File: config.mk
export PLATFORM = sky130hd
export DESIGN_NAME = uk101_boot_keys
export DESIGN_NICKNAME = d
export VERILOG_FILES = /design/src/rtl/uk101_boot_keys.sv
export SDC_FILE = /design/constraint.sdc
export NUM_CORES = 1
export LEC_CHECK = 0
export ABC_AREA = 1
export BUFFER_PORTS_ARGS = -buffer_cell sky130_fd_sc_hd__buf_4
export CAP_MARGIN = 15
export CORE_MARGIN = 2
export CORE_UTILIZATION = 35
export DETAILED_ROUTE_END_ITERATION = 6
export MAX_ROUTING_LAYER = met4
export PLACE_DENSITY = 0.53
export SETUP_SLACK_MARGIN = 0.1
export SLEW_MARGIN = 20
export SYNTH_ARGS = -nofsm -noshare
export SYNTH_HDL_FRONTEND = slang
export SYNTH_SLANG_ARGS = --single-unit
File: constraint.sdc
create_clock -name clk -period 6.3 [get_ports clk]
set_input_delay 1.26 -clock clk [delete_from_list [all_inputs] [get_ports clk]]
set_output_delay 1.26 -clock clk [all_outputs]
set_load 0.01 [all_outputs]
File: src/rtl/uk101_boot_keys.sv
// Front-panel button conditioner and boot autotyper for the UK101 core.
// Synchronises and debounces the buttons, then plays reset, B, C, Enter x3 after every reset.
module uk101_boot_keys #(
  parameter int unsigned step_cycles     = 16777216,
  parameter int unsigned debounce_cycles = 250000
) (
  input  logic clk,
  input  logic reset,
  input  logic btn_reset,
  input  logic btn_b,
  input  logic btn_c,
  input  logic btn_enter,
  input  logic autotype_en,
  output logic n_reset,
  output logic key_b,
  output logic key_c,
  output logic key_enter,
  output logic busy
);

  localparam int CW = (step_cycles > 1) ? $clog2(step_cycles) : 1;
  localparam int DW = (debounce_cycles > 1) ? $clog2(debounce_cycles) : 1;
  localparam logic [CW-1:0] C_LAST = CW'(step_cycles - 1);
  localparam logic [DW-1:0] D_LAST = DW'(debounce_cycles - 1);

  localparam int BTN_RST = 0;
  localparam int BTN_B   = 1;
  localparam int BTN_C   = 2;
  localparam int BTN_ENT = 3;

  typedef enum logic [1:0] {
    ST_RUN  = 2'd0,
    ST_HOLD = 2'd1,
    ST_DONE = 2'd2
  } state_t;

  logic [3:0]      btn_raw_s;
  logic [3:0]      sync1_q;
  logic [3:0]      sync2_q;
  logic [3:0]      db_q;
  logic [3:0]      db_d;
  logic [4*DW-1:0] dcnt_q;
  logic [4*DW-1:0] dcnt_d;

  state_t          state_q;
  state_t          state_d;
  logic [3:0]      s_q;
  logic [3:0]      s_d;
  logic [CW-1:0]   c_q;
  logic [CW-1:0]   c_d;

  logic            run_s;
  logic            n_reset_d;
  logic            key_b_d;
  logic            key_c_d;
  logic            key_enter_d;
  logic            busy_d;
  logic            n_reset_q;
  logic            key_b_q;
  logic            key_c_q;
  logic            key_enter_q;
  logic            busy_q;

  assign btn_raw_s = {btn_enter, btn_c, btn_b, btn_reset};

  // Two-flop synchronisers for the asynchronous buttons
  always_ff @(posedge clk or posedge reset) begin
    if (reset) begin
      sync1_q <= 4'b0000;
      sync2_q <= 4'b0000;
    end else begin
      sync1_q <= btn_raw_s;
      sync2_q <= sync1_q;
    end
  end

  // A change is accepted only after debounce_cycles consecutive differing samples
  always_comb begin
    db_d   = db_q;
    dcnt_d = {(4*DW){1'b0}};
    for (int i = 0; i < 4; i++) begin
      if (sync2_q[i] != db_q[i]) begin
        if (dcnt_q[i*DW +: DW] == D_LAST) begin
          db_d[i]            = ~db_q[i];
          dcnt_d[i*DW +: DW] = {DW{1'b0}};
        end else begin
          dcnt_d[i*DW +: DW] = dcnt_q[i*DW +: DW] + DW'(1);
        end
      end else begin
        dcnt_d[i*DW +: DW] = {DW{1'b0}};
      end
    end
  end

  always_ff @(posedge clk or posedge reset) begin
    if (reset) begin
      db_q   <= 4'b0000;
      dcnt_q <= {(4*DW){1'b0}};
    end else begin
      db_q   <= db_d;
      dcnt_q <= dcnt_d;
    end
  end

  // A held reset button overrides everything, including a coincident step wrap
  always_comb begin
    state_d = state_q;
    s_d     = s_q;
    c_d     = c_q;
    if (db_q[BTN_RST]) begin
      state_d = ST_HOLD;
      s_d     = 4'd0;
      c_d     = {CW{1'b0}};
    end else begin
      case (state_q)
        ST_RUN: begin
          if (c_q == C_LAST) begin
            c_d = {CW{1'b0}};
            if ((s_q == 4'd15) || ((s_q == 4'd0) && !autotype_en)) begin
              state_d = ST_DONE;
              s_d     = 4'd0;
            end else begin
              s_d = s_q + 4'd1;
            end
          end else begin
            c_d = c_q + CW'(1);
          end
        end
        ST_HOLD: begin
          state_d = ST_RUN;
          s_d     = 4'd0;
          c_d     = {CW{1'b0}};
        end
        ST_DONE: begin
          state_d = ST_DONE;
          s_d     = s_q;
          c_d     = c_q;
        end
        default: begin
          state_d = ST_RUN;
          s_d     = 4'd0;
          c_d     = {CW{1'b0}};
        end
      endcase
    end
  end

  // Outputs are decoded from the next state so they line up with the step counter
  always_comb begin
    run_s       = (state_d == ST_RUN);
    n_reset_d   = ~((state_d == ST_HOLD) | (run_s & (s_d == 4'd0)));
    key_b_d     = (run_s & (s_d == 4'd2)) | db_q[BTN_B];
    key_c_d     = (run_s & (s_d == 4'd4)) | db_q[BTN_C];
    key_enter_d = (run_s & ((s_d == 4'd6) | (s_d == 4'd8) | (s_d == 4'd12))) | db_q[BTN_ENT];
    busy_d      = (state_d != ST_DONE);
  end

  always_ff @(posedge clk or posedge reset) begin
    if (reset) begin
      state_q     <= ST_RUN;
      s_q         <= 4'd0;
      c_q         <= {CW{1'b0}};
      n_reset_q   <= 1'b0;
      key_b_q     <= 1'b0;
      key_c_q     <= 1'b0;
      key_enter_q <= 1'b0;
      busy_q      <= 1'b1;
    end else begin
      state_q     <= state_d;
      s_q         <= s_d;
      c_q         <= c_d;
      n_reset_q   <= n_reset_d;
      key_b_q     <= key_b_d;
      key_c_q     <= key_c_d;
      key_enter_q <= key_enter_d;
      busy_q      <= busy_d;
    end
  end

  assign n_reset   = n_reset_q;
  assign key_b     = key_b_q;
  assign key_c     = key_c_q;
  assign key_enter = key_enter_q;
  assign busy      = busy_q;

endmodule

== Yosys cells after proc, flatten, opt, wreduce, memory -nomap -nowiden ==
Index checks and enable logic that the tools add are counted.

* Flip-flop bits (word level): 119
* Input port bits: 7
* Output and inout bits: 5
* Word-level logic and storage cells: 85

* Add/subtract/negate cells: 6
* Eq/ne operators: 19
* Mux-type cells: 19
* Bitwise logic cells: 15
* Reductions and logical operators: 11

{| class="wikitable"
|+ Operators with widths
! kind !! count
|-
| 2-to-1 mux 18 bit || 8
|-
| adder 18 x 1 -> 18 bit, second input constant || 4
|-
| == test 18 bit, second input constant || 4
|-
| 2-to-1 mux 24 bit || 2
|-
| one-hot mux 24 bit (2 select lines) || 1
|-
| adder 24 x 1 -> 24 bit, second input constant || 1
|-
| == test 24 bit, second input constant || 1
|-
| == test 4 bit, second input constant || 3
|-
| 2-to-1 mux 4 bit || 3
|-
| == test 4 x 3 -> 1 bit, second input constant || 2
|-
| logical NOT 4 bit || 2
|-
| one-hot mux 4 bit (2 select lines) || 1
|-
| AND reduction 2 bit || 4
|-
| 2-to-1 mux 2 bit || 3
|-
| bitwise OR 1 bit || 6
|-
| inverter 1 bit || 5
|-
| adder 4 x 1 -> 4 bit, second input constant || 1
|-
| AND 1 bit || 4
|-
| == test 4 x 2 -> 1 bit, second input constant || 1
|-
| logical NOT 2 bit || 2
|-
| != test 1 bit || 4
|-
| != test 2 bit, second input constant || 2
|-
| one-hot mux 2 bit (2 select lines) || 1
|-
| == test 2 x 1 -> 1 bit, second input constant || 1
|-
| other kinds (4) || 4
|}

== Longest topological paths before layout ==
* Depth in word-level cells: 12
* Mapped depth: 13
* Depth with buffers taken out: 13

== Worst setup path before layout ==
OpenSTA, ideal clock, no wires.

* Kind: in2reg
* Start point: input port autotype_en
* End point: register key_enter_q (netlist: key_enter)
* Data arrival time: 1.999 ns
* Required time: 6.184 ns
* Path slack: 4.185 ns
* Cell stages on the path: 10
* Path through: inv_1 nand3_1 nand2_1 nand2_1 o21ai_2 nor2_2 nand3_1 nand2_1 nand2_1 nand2_1

* Elaborated cells between the ends (all ways): 19

{| class="wikitable"
|+ RTL lines
! item !! line !! text
|-
| from (decl) || 13 || <nowiki>input logic autotype_en,</nowiki>
|-
| logical NOT 1 bit || 119 || <nowiki>if ((s_q == 4'd15) || ((s_q == 4'd0) && !autotype_en)) begin</nowiki>
|-
| logical AND 1 bit || 119 ||
|-
| logical OR 1 bit || 119 ||
|-
| 2-to-1 mux 2 bit || 119 ||
|-
| 2-to-1 mux 2 bit || 117 || <nowiki>if (c_q == C_LAST) begin</nowiki>
|-
| one-hot mux 2 bit (2 select lines) || 115 || <nowiki>case (state_q)</nowiki>
|-
| 2-to-1 mux 2 bit || 110 || <nowiki>if (db_q[BTN_RST]) begin</nowiki>
|-
| via state_d[1] || 46 || <nowiki>state_t state_d;</nowiki>
|-
| logical NOT 2 bit || 150 || <nowiki>run_s = (state_d == ST_RUN);</nowiki>
|-
| AND 1 bit || 154 || <nowiki>key_enter_d = (run_s & ((s_d == 4'd6) | (s_d == 4'd8) | (s_d == 4'd12))) | db_q[BTN_ENT];</nowiki>
|-
| bitwise OR 1 bit || 154 ||
|-
| via key_enter_d || 56 || <nowiki>logic key_enter_d;</nowiki>
|-
| to (signal assigned) || 175 || <nowiki>key_enter_q <= key_enter_d;</nowiki>
|-
| to (decl) || 61 || <nowiki>logic key_enter_q;</nowiki>
|}

The timed path passes the listed nets, and every way through them passes these cells.
A chain may end at the register's enable or synchronous reset.

== Worst setup path in the final report ==
* Start point: register busy_q (netlist: busy)
* End point: output port busy

{| class="wikitable"
|+ RTL lines
! item !! line !! text
|-
| from (decl) || 62 || <nowiki>logic busy_q;</nowiki>
|-
| from (signal assigned) || 176 || <nowiki>busy_q <= busy_d;</nowiki>
|-
| to (decl) || 18 || <nowiki>output logic busy</nowiki>
|}

No word-level cell between the ends.

==> report_table.html <==
<table>
<tr><th>Metric</th><th>Value</th></tr>
<tr><th colspan="2">Run status</th></tr>
<tr><td>Outcome</td><td>completed</td></tr>
<tr><th colspan="2">Floorplanning</th></tr>
<tr><td>Top Ports</td><td>12</td></tr>
<tr><td>Core box area</td><td>between 15000 and 20000 µm²</td></tr>
<tr><td>Num rows</td><td>48</td></tr>
<tr><td>Width of the chip</td><td>about 140 µm</td></tr>
<tr><td>Initial Util</td><td>0.356</td></tr>
<tr><td>Area enclosed by the die boundary</td><td>around 19000 µm²</td></tr>
<tr><td>Chip height</td><td>136 µm</td></tr>
<tr><th colspan="2">Clock tree</th></tr>
<tr><td># resized after CTS</td><td>0</td></tr>
<tr><td>Clock tree from TritonCTS</td><td>done</td></tr>
<tr><td>CTS HTree Levels</td><td>4</td></tr>
<tr><td>Clock-pin slew on the worst setup and hold paths</td><td>0.05 ns</td></tr>
<tr><td>CTS Hold Buffers Added</td><td>0</td></tr>
<tr><td>Clk buf depth</td><td>2</td></tr>
<tr><td>Clock root buffer master</td><td>clkbuf_16</td></tr>
<tr><td>Num CTS Buffers</td><td>17</td></tr>
<tr><td>Sink count of the clock tree</td><td>between 100 and 150</td></tr>
<tr><td>Postcts setup bufs</td><td>0</td></tr>
<tr><td>Latest clock arrival within the worst-skew pair</td><td>0.42 ns</td></tr>
<tr><th colspan="2">Drt</th></tr>
<tr><td>Total detailed-routing wirelength</td><td>11900 µm</td></tr>
<tr><td>Via count</td><td>around 4.6k</td></tr>
<tr><td>Detailed-route vias per instance</td><td>4.76</td></tr>
<tr><td>Routed wire length per instance</td><td>12.3 µm</td></tr>
<tr><td># DRC</td><td>0</td></tr>
<tr><td>Antenna violation net count after detailed routing</td><td>0</td></tr>
<tr><td>Pre-Repair DR Iteration Count</td><td>4</td></tr>
<tr><td>Initial DRC count</td><td>261</td></tr>
<tr><th colspan="2">Timing</th></tr>
<tr><td>Setup Skew</td><td>between 0.01 and 0.015 ns</td></tr>
<tr><td>Shortest clock period the worst path allows after layout</td><td>2.29 ns</td></tr>
<tr><td>Final Hold Fails</td><td>0</td></tr>
<tr><td>Maximum clock frequency</td><td>437 MHz</td></tr>
<tr><td>Endpoints failing setup</td><td>0</td></tr>
<tr><td>Unrepaired setup endpoints after global routing</td><td>no</td></tr>
<tr><td>Tcrit/Tclk final</td><td>0.363</td></tr>
<tr><td>Number of max-slew violations in the final report</td><td>0</td></tr>
<tr><td>Worst-case headroom to the max-slew limit</td><td>0.331</td></tr>
<tr><td>Transition at the pin with the smallest max-transition slack</td><td>0.997 ns</td></tr>
<tr><td>Final total negative setup slack</td><td>0 ns</td></tr>
<tr><th colspan="2">Setup path</th></tr>
<tr><td>Critical Path, Cell by Cell</td><td>buf_4</td></tr>
<tr><td>Crit path max-delay cell type</td><td>dfstp_2</td></tr>
<tr><td>Required time of the critical path</td><td>5.04 ns</td></tr>
<tr><td>Total buffers and inverters traversed by the critical path</td><td>1</td></tr>
<tr><td>Critical Path Max Stage Delay</td><td>0.51 ns</td></tr>
<tr><td>Cell type group with the largest total delay on the critical path</td><td>flip-flops</td></tr>
<tr><td>Critical path arrival</td><td>1.03 ns</td></tr>
<tr><td>CP Launch Type</td><td>flip-flop</td></tr>
<tr><td>Critical path class</td><td>flip-flop to output port</td></tr>
<tr><td>Critical-path maximum fanout</td><td>1</td></tr>
<tr><td>Endpoint type of the worst setup path</td><td>output port</td></tr>
<tr><th colspan="2">Yosys</th></tr>
<tr><td>Synth cell types</td><td>between 40 and 50</td></tr>
<tr><td>Area share of the largest cell type after synthesis</td><td>0.482</td></tr>
<tr><td>Post-synthesis average cell area</td><td>8.69 µm²</td></tr>
<tr><td>Area contributors post-synth</td><td>dfrtp_1 48%, nand2_1 7.4%, nor2_1 5.7%</td></tr>
<tr><td>Mapped Area</td><td>6120 µm²</td></tr>
<tr><td>Biggest area consumer among synthesized cells</td><td>dfrtp_1</td></tr>
<tr><td>Synthesis-stage register bit count</td><td>119</td></tr>
<tr><td>Number of cells produced by synthesis</td><td>roughly 700</td></tr>
<tr><td>Net count after synthesis</td><td>719</td></tr>
<tr><td>Sequential element share of the synthesized area</td><td>0.487</td></tr>
<tr><td>Syn. warnings</td><td>0</td></tr>
<tr><th colspan="2">Flow run</th></tr>
<tr><td>Max-capacitance violation count</td><td>0</td></tr>
<tr><th colspan="2">Power</th></tr>
<tr><td>Share of total power in combinational logic</td><td>0.022</td></tr>
<tr><td>Fraction of power spent switching nets</td><td>0.204</td></tr>
<tr><td>Switching power</td><td>roughly 380 µW</td></tr>
<tr><td>Part of the power in registers</td><td>0.421</td></tr>
<tr><td>Internal Pwr Total</td><td>around 1500 µW</td></tr>
<tr><td>P_leak</td><td>between 0.003 and 0.004 µW</td></tr>
<tr><td>Worst vdd ir</td><td>between 0.15 and 0.2 mV</td></tr>
<tr><td>Cell Pwr Density</td><td>261 nW/µm²</td></tr>
<tr><td>Clock network power share</td><td>0.558</td></tr>
<tr><th colspan="2">Global route</th></tr>
<tr><td>Via count of the first global-routing pass</td><td>4617</td></tr>
<tr><td>Wire length of the first global-routing pass</td><td>21000 µm</td></tr>
<tr><td>Initial antenna violation count</td><td>0</td></tr>
<tr><td>Total congestion overflow</td><td>0</td></tr>
<tr><td>Largest net degree at the start of global routing</td><td>85</td></tr>
<tr><td>All-layer global routing usage</td><td>0.147</td></tr>
<tr><th colspan="2">Layout</th></tr>
<tr><td>Leading cell types in the layout, fill and taps excluded</td><td>121 x nand2_1, 118 x dfrtp_1, 93 x nor2_1</td></tr>
<tr><td>Area growth syn-to-layout</td><td>16.0%</td></tr>
<tr><td>Layout Nets</td><td>about 750</td></tr>
<tr><td>Post-route cell area</td><td>7110 µm²</td></tr>
<tr><td>Most common cell after layout, fill and taps aside</td><td>nand2_1</td></tr>
<tr><td>Ratio of cells with drive above 1 in the final layout</td><td>0.152</td></tr>
<tr><td>Antenna Diode Count</td><td>0</td></tr>
<tr><th colspan="2">Place</th></tr>
<tr><td>Placer's final routability congestion estimate</td><td>0.813</td></tr>
<tr><td>Count of input and output buffers</td><td>11</td></tr>
<tr><td>Post-place instance area</td><td>6460 µm²</td></tr>
<tr><td>Half-perimeter wire length after placement</td><td>8500 µm</td></tr>
<tr><th colspan="2">Hold path</th></tr>
<tr><td>Type of the tightest min-delay check</td><td>flip-flop to flip-flop</td></tr>
</table>
[final timing paths]
path	start	to	slack (ns)	depth (start not counted)
setup / recovery	busy	busy	4.01	1
hold / removal	sync1_q[1]	sync2_q[1]	0.35	0
setup reg to reg	db_q[0]	c_q[14]	4.03	8
hold reg to reg	sync1_q[1]	sync2_q[1]	0.35	0
max in group asynchronous	reset	busy	4.32	3
min in group asynchronous	reset	sync1_q[2]	0.99	2
[cells by family after synthesis]
| logic type | after synthesis | share of synthesized area |
|---|---|---|
| AO/OA/AOI/OAI | 61 | 0.0654 |
| flip-flops | 119 | 0.487 |
| AND/OR/NAND/NOR | 378 | 0.305 |
| buffers and inverters | 93 | 0.0597 |
| XOR/XNOR | 43 | 0.0615 |
| multiplexers | 4 | 0.00736 |
| adder cells (fa/ha/maj) | 7 | 0.0143 |
[power by group through the flow]
stage	Clock, µW	Combinational [µW]	Sequential [µW]
floorplan	0	28.9	791
global route	1100	47.7	780
finish	1030	40.1	779
global placement	0	41.0	792
CTS	1060	42.3	779
detailed placement	0	42.4	792
[sequential cells by signal, indices dropped and copies added, names as in the netlist]
| name | cells |
|---|---|
| key_c | 1 |
| n_reset | 1 |
| s_q | 4 |
| sync1_q | 4 |
| state_q | 2 |
| busy | 1 |
| key_b | 1 |
| key_enter | 1 |
| db_q | 4 |
| dcnt_q | 72 |
| sync2_q | 4 |
| c_q | 24 |
[synthesized netlist by cell type, drive strengths merged]
cell,count
nand2,128
dfrtp,118
nor2,113
inv,88
nand3,47
xor2,36
nor3,35
a21oi,30
nand4,18
nor3b,13
nor4,11
o21ai,11
and3,8
ha,7
xnor2,7
or2,5
a211oi,4
a31oi,4
buf,4
mux2,4
o31ai,4
o21a,2
o21bai,2
a21boi,1
a311oi,1
a32o,1
clkbuf,1
dfstp,1
o22ai,1
[per-stage QoR]
step           instances  setup slack, ns  hold slack (ns)  utilization  total power, µW
5_1_grt              969             3.78            0.357        0.414             1920
4_1_cts              969             3.98            0.357        0.414             1880
6_report             969             4.01            0.353        0.414             1850
3_5_place_dp         937             3.57            0.343        0.376              835
3_3_place_gp         937             3.61            0.334        0.376              833
2_1_floorplan        705             1.88            0.331            -              820
[layout make-up]
cell class                 count  area [µm²]
clock buffer                  20         467
clock inverter                12         174
fill                        1739       10100
inverter                      88         335
multi-input combinational    493        2780
sequential                   119        2980
tap                          225         282
timing repair buffer          12        90.1
[per-layer routing]
layer | vias to the layer above | track usage | part of all wire
met3 | 16 | 0.0339 | 0.021
met5 | - | - | 0
li1 | 2360 | - | -
met1 | 2202 | 0.185 | 0.49
met4 | 0 | 0.0625 | 0.016
met2 | 39 | 0.228 | 0.47
Power figures use the tool's default switching activity.
